--- src/rtl/regfile_pkg.sv ---
// ============================================================================
// Module : regfile_pkg
// Brief  : Shared constants and types for the x86 register-snapshot path.
// Rev    : 1.0 - initial release
// ============================================================================
`default_nettype none

package regfile_pkg;

    localparam int REGFILE_BEATS = 10;
    localparam int REGFILE_W     = 320;
    localparam int REGFILE_WORD  = 32;

    // Trace order, not the canonical x86 register encoding.
    localparam int TR_EAX    = 0;
    localparam int TR_EBX    = 1;
    localparam int TR_ECX    = 2;
    localparam int TR_EDX    = 3;
    localparam int TR_ESI    = 4;
    localparam int TR_EDI    = 5;
    localparam int TR_ESP    = 6;
    localparam int TR_EBP    = 7;
    localparam int TR_EIP    = 8;
    localparam int TR_EFLAGS = 9;

    typedef enum logic [0:0] {
        COLLECT = 1'b0,
        PENDING = 1'b1
    } loader_state_e;

endpackage

`default_nettype wire

--- src/rtl/regfile_trace_loader.sv ---
// ============================================================================
// Module : regfile_trace_loader
// Brief  : Builds a 320-bit register snapshot from ten 32-bit trace beats and
//          hands it to the register-file decoder over a valid/ready port.
// Rev    : 1.0 - initial release
// ============================================================================
`default_nettype none

module regfile_trace_loader
    import regfile_pkg::*;
#(
    parameter int COUNT_W = 32
) (
    input  logic                 clk,
    input  logic                 rst_n,
    input  logic [31:0]          in_data,
    input  logic                 in_valid,
    input  logic                 in_last,
    output logic                 in_ready,
    output logic [REGFILE_W-1:0] raw_regs,
    output logic                 out_valid,
    input  logic                 out_ready,
    output logic [COUNT_W-1:0]   step_count,
    output logic                 frame_err,
    input  logic                 err_clr
);

    localparam logic [0:0] c_COLLECT  = COLLECT;
    localparam logic [0:0] c_PENDING  = PENDING;
    localparam logic [3:0] c_LAST_IDX = 4'(TR_EFLAGS);

    logic [0:0]           r_state;
    logic [3:0]           r_idx;
    logic [REGFILE_W-1:0] r_asm;
    logic [REGFILE_W-1:0] r_raw;
    logic                 r_out_valid;
    logic [COUNT_W-1:0]   r_step;
    logic                 r_err;

    logic w_beat;
    logic w_at_last;
    logic w_good_end;
    logic w_bad_frame;
    logic w_load;

    assign w_beat      = in_valid && (r_state == c_COLLECT);
    assign w_at_last   = (r_idx == c_LAST_IDX);
    assign w_good_end  = w_beat && w_at_last && in_last;
    assign w_bad_frame = w_beat && (in_last != w_at_last);
    assign w_load      = (r_state == c_PENDING) && (!r_out_valid || out_ready);

    always_ff @(posedge clk or negedge rst_n) begin
        if (!rst_n) begin
            r_state <= c_COLLECT;
            r_idx   <= 4'd0;
            r_asm   <= '0;
        end else begin
            case (r_state)
                c_COLLECT: begin
                    if (w_bad_frame) begin
                        // Drop the partial snapshot; the offending beat is consumed.
                        r_idx <= 4'd0;
                        r_asm <= '0;
                    end else if (w_beat) begin
                        r_asm <= {r_asm[REGFILE_W-REGFILE_WORD-1:0], in_data};
                        if (w_good_end) begin
                            r_idx   <= 4'd0;
                            r_state <= c_PENDING;
                        end else begin
                            r_idx <= r_idx + 4'd1;
                        end
                    end
                end
                c_PENDING: begin
                    if (w_load) r_state <= c_COLLECT;
                end
                default: r_state <= c_COLLECT;
            endcase
        end
    end

    // Reload wins over drain so snapshots can go out back-to-back.
    always_ff @(posedge clk or negedge rst_n) begin
        if (!rst_n) begin
            r_raw       <= '0;
            r_out_valid <= 1'b0;
            r_step      <= '0;
        end else if (w_load) begin
            r_raw       <= r_asm;
            r_out_valid <= 1'b1;
            r_step      <= r_step + COUNT_W'(1);
        end else if (out_ready) begin
            r_out_valid <= 1'b0;
        end
    end

    always_ff @(posedge clk or negedge rst_n) begin
        if (!rst_n) begin
            r_err <= 1'b0;
        end else if (w_bad_frame) begin
            r_err <= 1'b1;
        end else if (err_clr) begin
            r_err <= 1'b0;
        end
    end

    assign in_ready   = (r_state == c_COLLECT);
    assign raw_regs   = r_raw;
    assign out_valid  = r_out_valid;
    assign step_count = r_step;
    assign frame_err  = r_err;

endmodule

`default_nettype wire
--- config.mk ---
export PLATFORM = sky130hd
export DESIGN_NAME = regfile_trace_loader
export DESIGN_NICKNAME = d
export VERILOG_FILES = /design/src/rtl/regfile_pkg.sv /design/src/rtl/regfile_trace_loader.sv
export SDC_FILE = /design/constraint.sdc
export NUM_CORES = 1
export LEC_CHECK = 0
export CAP_MARGIN = 20
export CORE_MARGIN = 2
export CORE_UTILIZATION = 50
export CTS_BUF_LIST = sky130_fd_sc_hd__clkbuf_2 sky130_fd_sc_hd__clkbuf_4 sky130_fd_sc_hd__clkbuf_8
export CTS_CLUSTER_SIZE = 28
export DETAILED_ROUTE_END_ITERATION = 6
export GPL_TIMING_DRIVEN = 1
export PLACE_DENSITY_LB_ADDON = 0.05
export SETUP_SLACK_MARGIN = 0.5
export SKIP_LAST_GASP = 1
export SYNTH_ARGS = -nofsm -noshare
export SYNTH_HDL_FRONTEND = slang
export SYNTH_SLANG_ARGS = --single-unit
export TNS_END_PERCENT = 5
--- constraint.sdc ---
create_clock -name clk -period 1.6 [get_ports clk]
set_input_delay 0.32 -clock clk [delete_from_list [all_inputs] [get_ports clk]]
set_output_delay 0.32 -clock clk [all_outputs]
set_load 0.005 [all_outputs]
# Yosys cells after proc, flatten, opt, wreduce, memory -nomap -nowiden
# Cells that the tools add are included.
[word_totals]
register_bits = 679
input_bits = 38
output_inout_bits = 355
elab_cells = 37
[classes]
n_addsub = 2
n_eq_ne = 2
n_mux = 14
n_bitwise = 1
n_reduce_logical = 11
[ops]
columns = ["op", "n"]
rows = [
  ["$mux 320", 2],
  ["$add 32x1->32 const B", 1],
  ["$mux 4", 3],
  ["$mux 1", 8],
  ["$reduce_bool 2->1", 3],
  ["$logic_and 1x1->1", 5],
  ["$add 4x1->4 const B", 1],
  ["$eq 4x4->1 const B", 1],
  ["$pmux 1 s2", 1],
  ["$reduce_and 2->1", 1],
  ["$logic_not 1->1", 1],
  ["$logic_or 1x1->1", 1],
  ["$ne 1x1->1", 1],
  ["$not 1->1", 1],
]

# Longest topological paths before layout
# Gate-level depths: netlist of the first run.
[depth]
word_depth = 8
depth_mapped = 9
depth_no_buf = 6

# Worst setup path before layout of the first run
# Ideal clock, no wire load.
[synth_path]
path_kind = "register to register"
start = "reg r_idx[0]"
end = "reg r_asm[100]"
setup_time_ps = 121
arrival_time_ps = 1588
t_required_ps = 1479
path_slack_ps = -109
stages_incl_launch_ff = 9
path_buffers = 3
period_less_slack_ps = 1709
cell_sequence = "dfrtp_1 ha_1 and3b_1 buf_4 xor2_4 nor2_8 buf_8 buf_6 a22o_1"
[synth_via]
elab_chain_cells = 5
word_cells_on_any_way = 6
classes_between = "eq/ne: 2; mux: 1; reduce/logical: 3"
[synth_rtl]
columns = ["item", "line", "text"]
rows = [
  ["start, declared", "regfile_trace_loader.sv:33", "logic [3:0] r_idx;"],
  ["start signal, assigned", "regfile_trace_loader.sv:70", "r_idx <= r_idx + 4'd1;"],
  ["$eq 4x4->1 (*)", "regfile_trace_loader.sv:47", "assign w_at_last = (r_idx == c_LAST_IDX);"],
  ["$ne 1x1->1 (*)", "regfile_trace_loader.sv:49", "assign w_bad_frame = w_beat && (in_last != w_at_last);"],
  ["$logic_and 1x1->1 (*)", "regfile_trace_loader.sv:49", ""],
  ["$reduce_bool 2->1 (no source line)", "-", ""],
  ["$reduce_and 2->1 (no source line)", "-", ""],
  ["end signal, assigned", "regfile_trace_loader.sv:65", "r_asm <= {r_asm[REGFILE_W-REGFILE_WORD-1:0], in_data};"],
  ["end, declared", "regfile_trace_loader.sv:34", "logic [REGFILE_W-1:0] r_asm;"],
]
# Mark *: on every way between the ends. The rest lies on a longest branch, timed or not.
# A chain may end at the register's enable or synchronous reset.

# Final worst setup path of the first run
[layout_path]
start = "reg r_idx[1]"
end = "reg r_asm[216]"
# The elaborated chain is that of the path after synthesis.

==> run metrics, run 1 <==
GPL Wtd Cong 0.837; Seq/Total Area, Yosys 67.6%; maximum count of clock buffers along a single path 3; total via count after detailed routing 18700; wire length of the first global-routing pass 109 mm; Net count, final 2806; area of the die 0.0521 sq mm; required time of the critical path 2.15 ns; I/O pin count 393; Area Overhead vs Synth 31.7%; total track usage 26.5%; first-pass iteration count of the detailed router 5; via count of the first global-routing pass 19000; half-perimeter wire length of the detailed placement result 45.1 mm; number of nets in the synthesized netlist 2269; initial core utilization 50.4%; core box area 0.0499 sq mm; violated checks negative setup slack; critical path peak fanout 20; number of cell rows 82; dominant synthesized flop cell sky130_fd_sc_hd__dfrtp_1; post-synthesis cell area 0.0251 sq mm; category of the worst setup path launch point flop; Starting DRT DRC Count 1527; fraction of registers with async set/reset 100%; worst rel slew slack 56.3%; CTS tree built; antenna violations before repair 1; classification of the worst setup path reg -> reg; Seq cells post-synth 679; max-slew violation count 0; leakage power of the design 0.0186 uW; # port buffers 392; cell at the root of the clock tree sky130_fd_sc_hd__clkbuf_8; type of element capturing the critical path flop; worst slack at placement -0.589 ns; gate count of the mapped netlist 2228; fraction of final layout cells sized beyond drive strength 1 15.8%; endpoints failing setup 713; peak supply drop 792 uV; global route overflow 0; DP Area 0.0302 sq mm; final worst hold slack 0.110 ns; Finished Cell Area 0.0331 sq mm; # DRC 0; count of flip-flops with a built-in enable after synthesis 0; clock edge transition at the registers on the reported setup and hold paths 0.06 ns; wire length per cell 19.9 um; outcome finished with violations; die outline height 228 um; Tcrit/Tclk final 113%; sum of routed wire length over all layers 70.1 mm; DR vias/cell 5.31; Worst Clk Skew 0.0155 ns; MaxCap Viol Count 0; largest net degree at the start of global routing 136; yosys warns 0; minimum clock period 1.81 ns; maximum level of the CTS H-tree 3; hold crit path type in -> async; actual slew at the worst max-slew pin 0.655 ns; highest attainable clock frequency 552 MHz; Routed Antenna Nets 0; Worst Slack Setup Final -0.210 ns; Die Span X 228 um; TritonCTS Buffers 107; Synth cell types 34; number of hold-slack violations in the final timing report 0; sink count of the clock tree 679; source-to-sink clock delay at the later pin of the worst-skew pair 0.68 ns; data arrival time of the critical path 2.37 ns; Avg Synthesized Cell Area 11.3 sq um; RSZ-0062 raised after global routing yes; total power per unit cell area 1220 mW/mm^2; n_diodes 0
-- registers in the layout (all words and copies together), names as in the netlist --
| signal | count |
|---|---|
| step_count | 32 |
| r_state | 1 |
| out_valid | 1 |
| r_asm | 320 |
| r_idx | 4 |
| raw_regs | 320 |
| frame_err | 1 |
-- logic make-up (layout without fill, tap and decap cells) --
logic type | count (synthesis) | count (layout) | synth area share [%]
DFF | 679 | 679 | 67.6
muxes | 1 | 1 | 0.0448
buffers and inverters | 152 | 769 | 3.59
and+or+nand+nor | 1034 | 1034 | 16.1
xor gates and xnor gates | 32 | 32 | 1.19
AOI/OAI and AO/OA | 327 | 327 | 11.3
adders and majority gates | 3 | 3 | 0.149
-- per-layer routing --
metal	vias to the layer above	global-route usage (%)	wire, um
li1	8516	-	-
met1	9478	36.0	30500
met2	563	40.9	32600
met3	124	6.96	4680
met4	0	10.3	2340
met5	-	0	0
-- timing repair --
action                     in CTS  in global routing
cloned                          3                  8
hold endpoints to repair      328                  0
resized for setup             564                 30
pin swaps                       2                 15
buffers inserted               72                 12
hold buffers                    1                  0
setup endpoints to repair    1033               1033
-- power by group --
| part | switching (uW) | internal [uW] |
|---|---|---|
| clock network | 6540 | 8790 |
| registers | 1060 | 18500 |
| logic | 2870 | 2560 |
-- worst max-delay path, cell delays in order (launching register included) --
cell	delay [ns]
sky130_fd_sc_hd__dfrtp_1	0.38
sky130_fd_sc_hd__inv_1	0.07
sky130_fd_sc_hd__ha_2	0.15
sky130_fd_sc_hd__and3b_2	0.24
sky130_fd_sc_hd__xor2_4	0.23
sky130_fd_sc_hd__nor2_8	0.05
sky130_fd_sc_hd__buf_12	0.16
sky130_fd_sc_hd__clkbuf_16	0.21
sky130_fd_sc_hd__a22o_1	0.18
-- layout make-up --
cell class	count	area, sq um
Tap cell	672	841
Inverter	4	15.0
Clock inverter	8	67.6
Multi-Input combinational cell	1397	7340
Sequential cell	679	17000
Clock buffer	181	2220
Timing Repair Buffer	576	5630
Fill cell	3971	16800
-- placed cells by master (no fill, tap or decap), types with 30 or more instances in the layout --
cell type / synthesis / final
sky130_fd_sc_hd__buf_4: 1 / 115
sky130_fd_sc_hd__buf_12: 0 / 36
sky130_fd_sc_hd__buf_6: 31 / 39
sky130_fd_sc_hd__dlygate4sd2_1: 0 / 304
sky130_fd_sc_hd__a22o_1: 320 / 320
sky130_fd_sc_hd__clkbuf_8: 0 / 137
sky130_fd_sc_hd__xnor2_1: 30 / 30
sky130_fd_sc_hd__clkdlybuf4s50_1: 0 / 36
sky130_fd_sc_hd__clkbuf_4: 0 / 44
sky130_fd_sc_hd__nand2_1: 973 / 969
sky130_fd_sc_hd__dfrtp_1: 679 / 673
-- cell usage after synthesis (all sizes together) (2+ instances only) --
cell	count	area share, %
a22o	320	11
and2	4	0.10
and3	6	0.15
and4	4	0.14
buf	94	2.7
clkbuf	54	0.81
dfrtp	679	68
ha	3	0.15
inv	4	0.060
nand2	973	15
nand2b	2	0.050
nand3	8	0.16
nand4	23	0.57
nor2	5	0.14
nor2b	2	0.050
nor3	4	0.12
o21ai	3	0.060
o41ai	2	0.070
xnor2	30	1.0
xor2	2	0.14
-- final timing paths --
path / depth (start not counted) / from / slack (ns) / to
worst max-delay path: 8 / r_idx[1] / -0.21 / r_asm[216]
worst min-delay path: 2 / rst_n / 0.11 / raw_regs[249]
worst max register to register: 8 / r_idx[1] / -0.21 / r_asm[216]
worst min register to register: 2 / raw_regs[191] / 0.46 / raw_regs[191]
max in group asynchronous: 3 / rst_n / 0.74 / r_asm[21]
min in group clk: 2 / in_data[21] / 0.24 / r_asm[21]
-- stage by stage --
stage	utilization, %	TNS, ns	std cells	total power, uW
global placement	60.5	-204.95	3232	25200
global route	66.4	-130.17	3517	42100
floorplan	-	-31.51	2228	21600
detailed placement	60.5	-221.84	3232	25300
CTS	65.5	-113.89	3497	40400
finish	66.4	-76.57	3517	40300
Note: power is estimated with default switching activity, not from simulation.
==> inputs of run 2 (changes only) <==
CAP_MARGIN = not set   (was 20)
SLEW_MARGIN = 20   (was not set)
==> results of run 2 <==
The final DEF is identical to that of run 1; final timing and power are the same.
==> inputs of run 3 (changes only) <==
SKIP_CTS_REPAIR_TIMING = 1   (was not set)
==> run metrics, run 3 (synthesis gave the netlist of run 1 again) <==
# DRC 0 (unchanged); I/O pin count 393 (unchanged); GPL Wtd Cong 0.837 (unchanged); required time of the critical path 1.28 ns (was 2.15 ns); most used cells in the layout excluding fill and tap cells sky130_fd_sc_hd__nand2_1, sky130_fd_sc_hd__dfrtp_1, sky130_fd_sc_hd__dlymetal6s2s_1 (was sky130_fd_sc_hd__nand2_1, sky130_fd_sc_hd__dfrtp_1, sky130_fd_sc_hd__a22o_1); sum of routed wire length over all layers 70.8 mm (was 70.1 mm); maximum count of clock buffers along a single path 3 (unchanged); actual slew at the worst max-slew pin 0.693 ns (was 0.655 ns); Crit path largest cell delay 0.49 ns (was 0.38 ns); TritonCTS Buffers 107 (unchanged); Starting DRT DRC Count 1529 (was 1527); combinational share of power 14.0% (was 13.5%); wire length of the first global-routing pass 106 mm (was 109 mm); hold crit path type in -> async (unchanged); Tcrit/Tclk final 114% (was 113%); switching part of the total power 25.8% (was 26.0%); Finished Cell Area 0.0344 sq mm (was 0.0331 sq mm); total internal power 30100 uW (was 29900 uW); CTS tree built (unchanged); worst rel slew slack 53.8% (was 56.3%); RSZ-0062 raised after global routing yes (unchanged); via count of the first global-routing pass 18500 (was 19000); die outline height 228 um (unchanged); final worst hold slack 0.103 ns (was 0.110 ns); Clk network pwr share 37.8% (was 38.0%); max-slew violation count 0 (unchanged); power dissipated by switching net loads 10500 uW (about the same); source-to-sink clock delay at the later pin of the worst-skew pair 0.68 ns (about the same); area of the die 0.0521 sq mm (unchanged); sequential power share 48.2% (was 48.5%); Area Overhead vs Synth 36.7% (was 31.7%); total via count after detailed routing 18700 (about the same); total track usage 25.8% (was 26.5%); Critical Path, Cell by Cell clkdlybuf4s50_1 (was inv_1 -> ha_2 -> and3b_2 -> xor2_4 -> nor2_8 -> buf_12 -> clkbuf_16 -> a22o_1); worst slack at placement -0.589 ns (unchanged); violated checks negative setup slack (unchanged); sink count of the clock tree 679 (unchanged); DR vias/cell 5.30 (was 5.31); Crit-path slowest cell sky130_fd_sc_hd__clkdlybuf4s50_1 (was sky130_fd_sc_hd__dfrtp_1); outcome finished with violations (unchanged); MaxCap Viol Count 0 (unchanged); DP Area 0.0302 sq mm (unchanged); critical path peak fanout 2 (was 20); type of element capturing the critical path primary output (was flop); data arrival time of the critical path 1.51 ns (was 2.37 ns); highest attainable clock frequency 546 MHz (was 552 MHz); Worst Clk Skew 0.0209 ns (was 0.0155 ns); total of fill cells in the finished design 3692 (was 3971); endpoints failing setup 623 (was 713); peak supply drop 786 uV (was 792 uV); # port buffers 392 (unchanged); FF/Latch Area 0.0170 sq mm (about the same); Worst Slack Setup Final -0.230 ns (was -0.210 ns); initial core utilization 50.4% (unchanged); number of cell rows 82 (unchanged); maximum level of the CTS H-tree 3 (unchanged); half-perimeter wire length of the detailed placement result 45.1 mm (unchanged); classification of the worst setup path reg -> out (was reg -> reg); clock edge transition at the registers on the reported setup and hold paths 0.06 ns (about the same); Routed Antenna Nets 0 (unchanged); fraction of final layout cells sized beyond drive strength 1 14.6% (was 15.8%); global route overflow 0 (unchanged); largest net degree at the start of global routing 136 (unchanged); wire length per cell 20.0 um (was 19.9 um); minimum clock period 1.83 ns (was 1.81 ns); Die Span X 228 um (unchanged); Net count, final 2822 (was 2806); category of the worst setup path launch point flop (unchanged); area occupied by multi-input gates 0.00732 sq mm (was 0.00734 sq mm); number of hold-slack violations in the final timing report 0 (unchanged); leakage power of the design 0.0233 uW (was 0.0186 uW); fin util 68.9% (was 66.4%); cell at the root of the clock tree sky130_fd_sc_hd__clkbuf_8 (unchanged); antenna violations before repair 1 (unchanged); kind of cell adding the most delay to the critical path buffers and inverters (unchanged); most frequent standard cell in the layout excluding fill and tap cells sky130_fd_sc_hd__nand2_1 (unchanged); total power per unit cell area 1180 mW/mm^2 (was 1220 mW/mm^2); Buffers & Inverters on Critical Path 1 (was 3); core box area 0.0499 sq mm (unchanged); first-pass iteration count of the detailed router 5 (unchanged)
run 3: path summary, 6_finish.rpt:
path,slack [ns],from,end,depth (start not counted)
min in group clk,0.24,in_data[21],r_asm[21],2
hold reg to reg,0.46,raw_regs[182],raw_regs[182],2
max in group asynchronous,0.75,rst_n,r_asm[21],3
setup reg to reg,-0.21,r_idx[1],r_asm[216],8
setup / recovery,-0.23,raw_regs[314],raw_regs[314],1
hold / removal,0.10,rst_n,raw_regs[249],2
run 3: power groups by stage:
stage	Sequential, uW	Clock [uW]	Combinational [uW]
4_1_cts	19600	15600	5540
3_5_place_dp	19800	0	5510
5_1_grt	19700	16400	6210
6_report	19600	15400	5670
3_3_place_gp	19800	0	5400
2_1_floorplan	19600	0	1960
run 3: final cells by class:
cell class	instances	share of cell area [%]
antenna	1	0.00728
multi-input combinational	1397	21.3
clock inverter	8	0.197
sequential	679	49.5
timing repair buffer	592	20.1
tap	672	2.45
inverter	4	0.0437
clock buffer	181	6.45
run 3: metrics by stage:
step	total power, uW	instances	TNS [ns]
after floorplan	21600	2228	-31.51
after global placement	25200	3232	-204.95
after detailed placement	25300	3232	-221.84
after CTS	40800	3421	-231.64
after global routing	42300	3533	-134.55
final	40600	3534	-80.63
run 3: metal layers:
layer / vias to the layer above / routed length, um / GRT usage (%)
met3: 108 / 4800 / 6.58
li1: 8544 / - / -
met4: 0 / 1860 / 9.09
met1: 9490 / 30500 / 35.9
met2: 586 / 33600 / 39.8
met5: - / 0 / 0
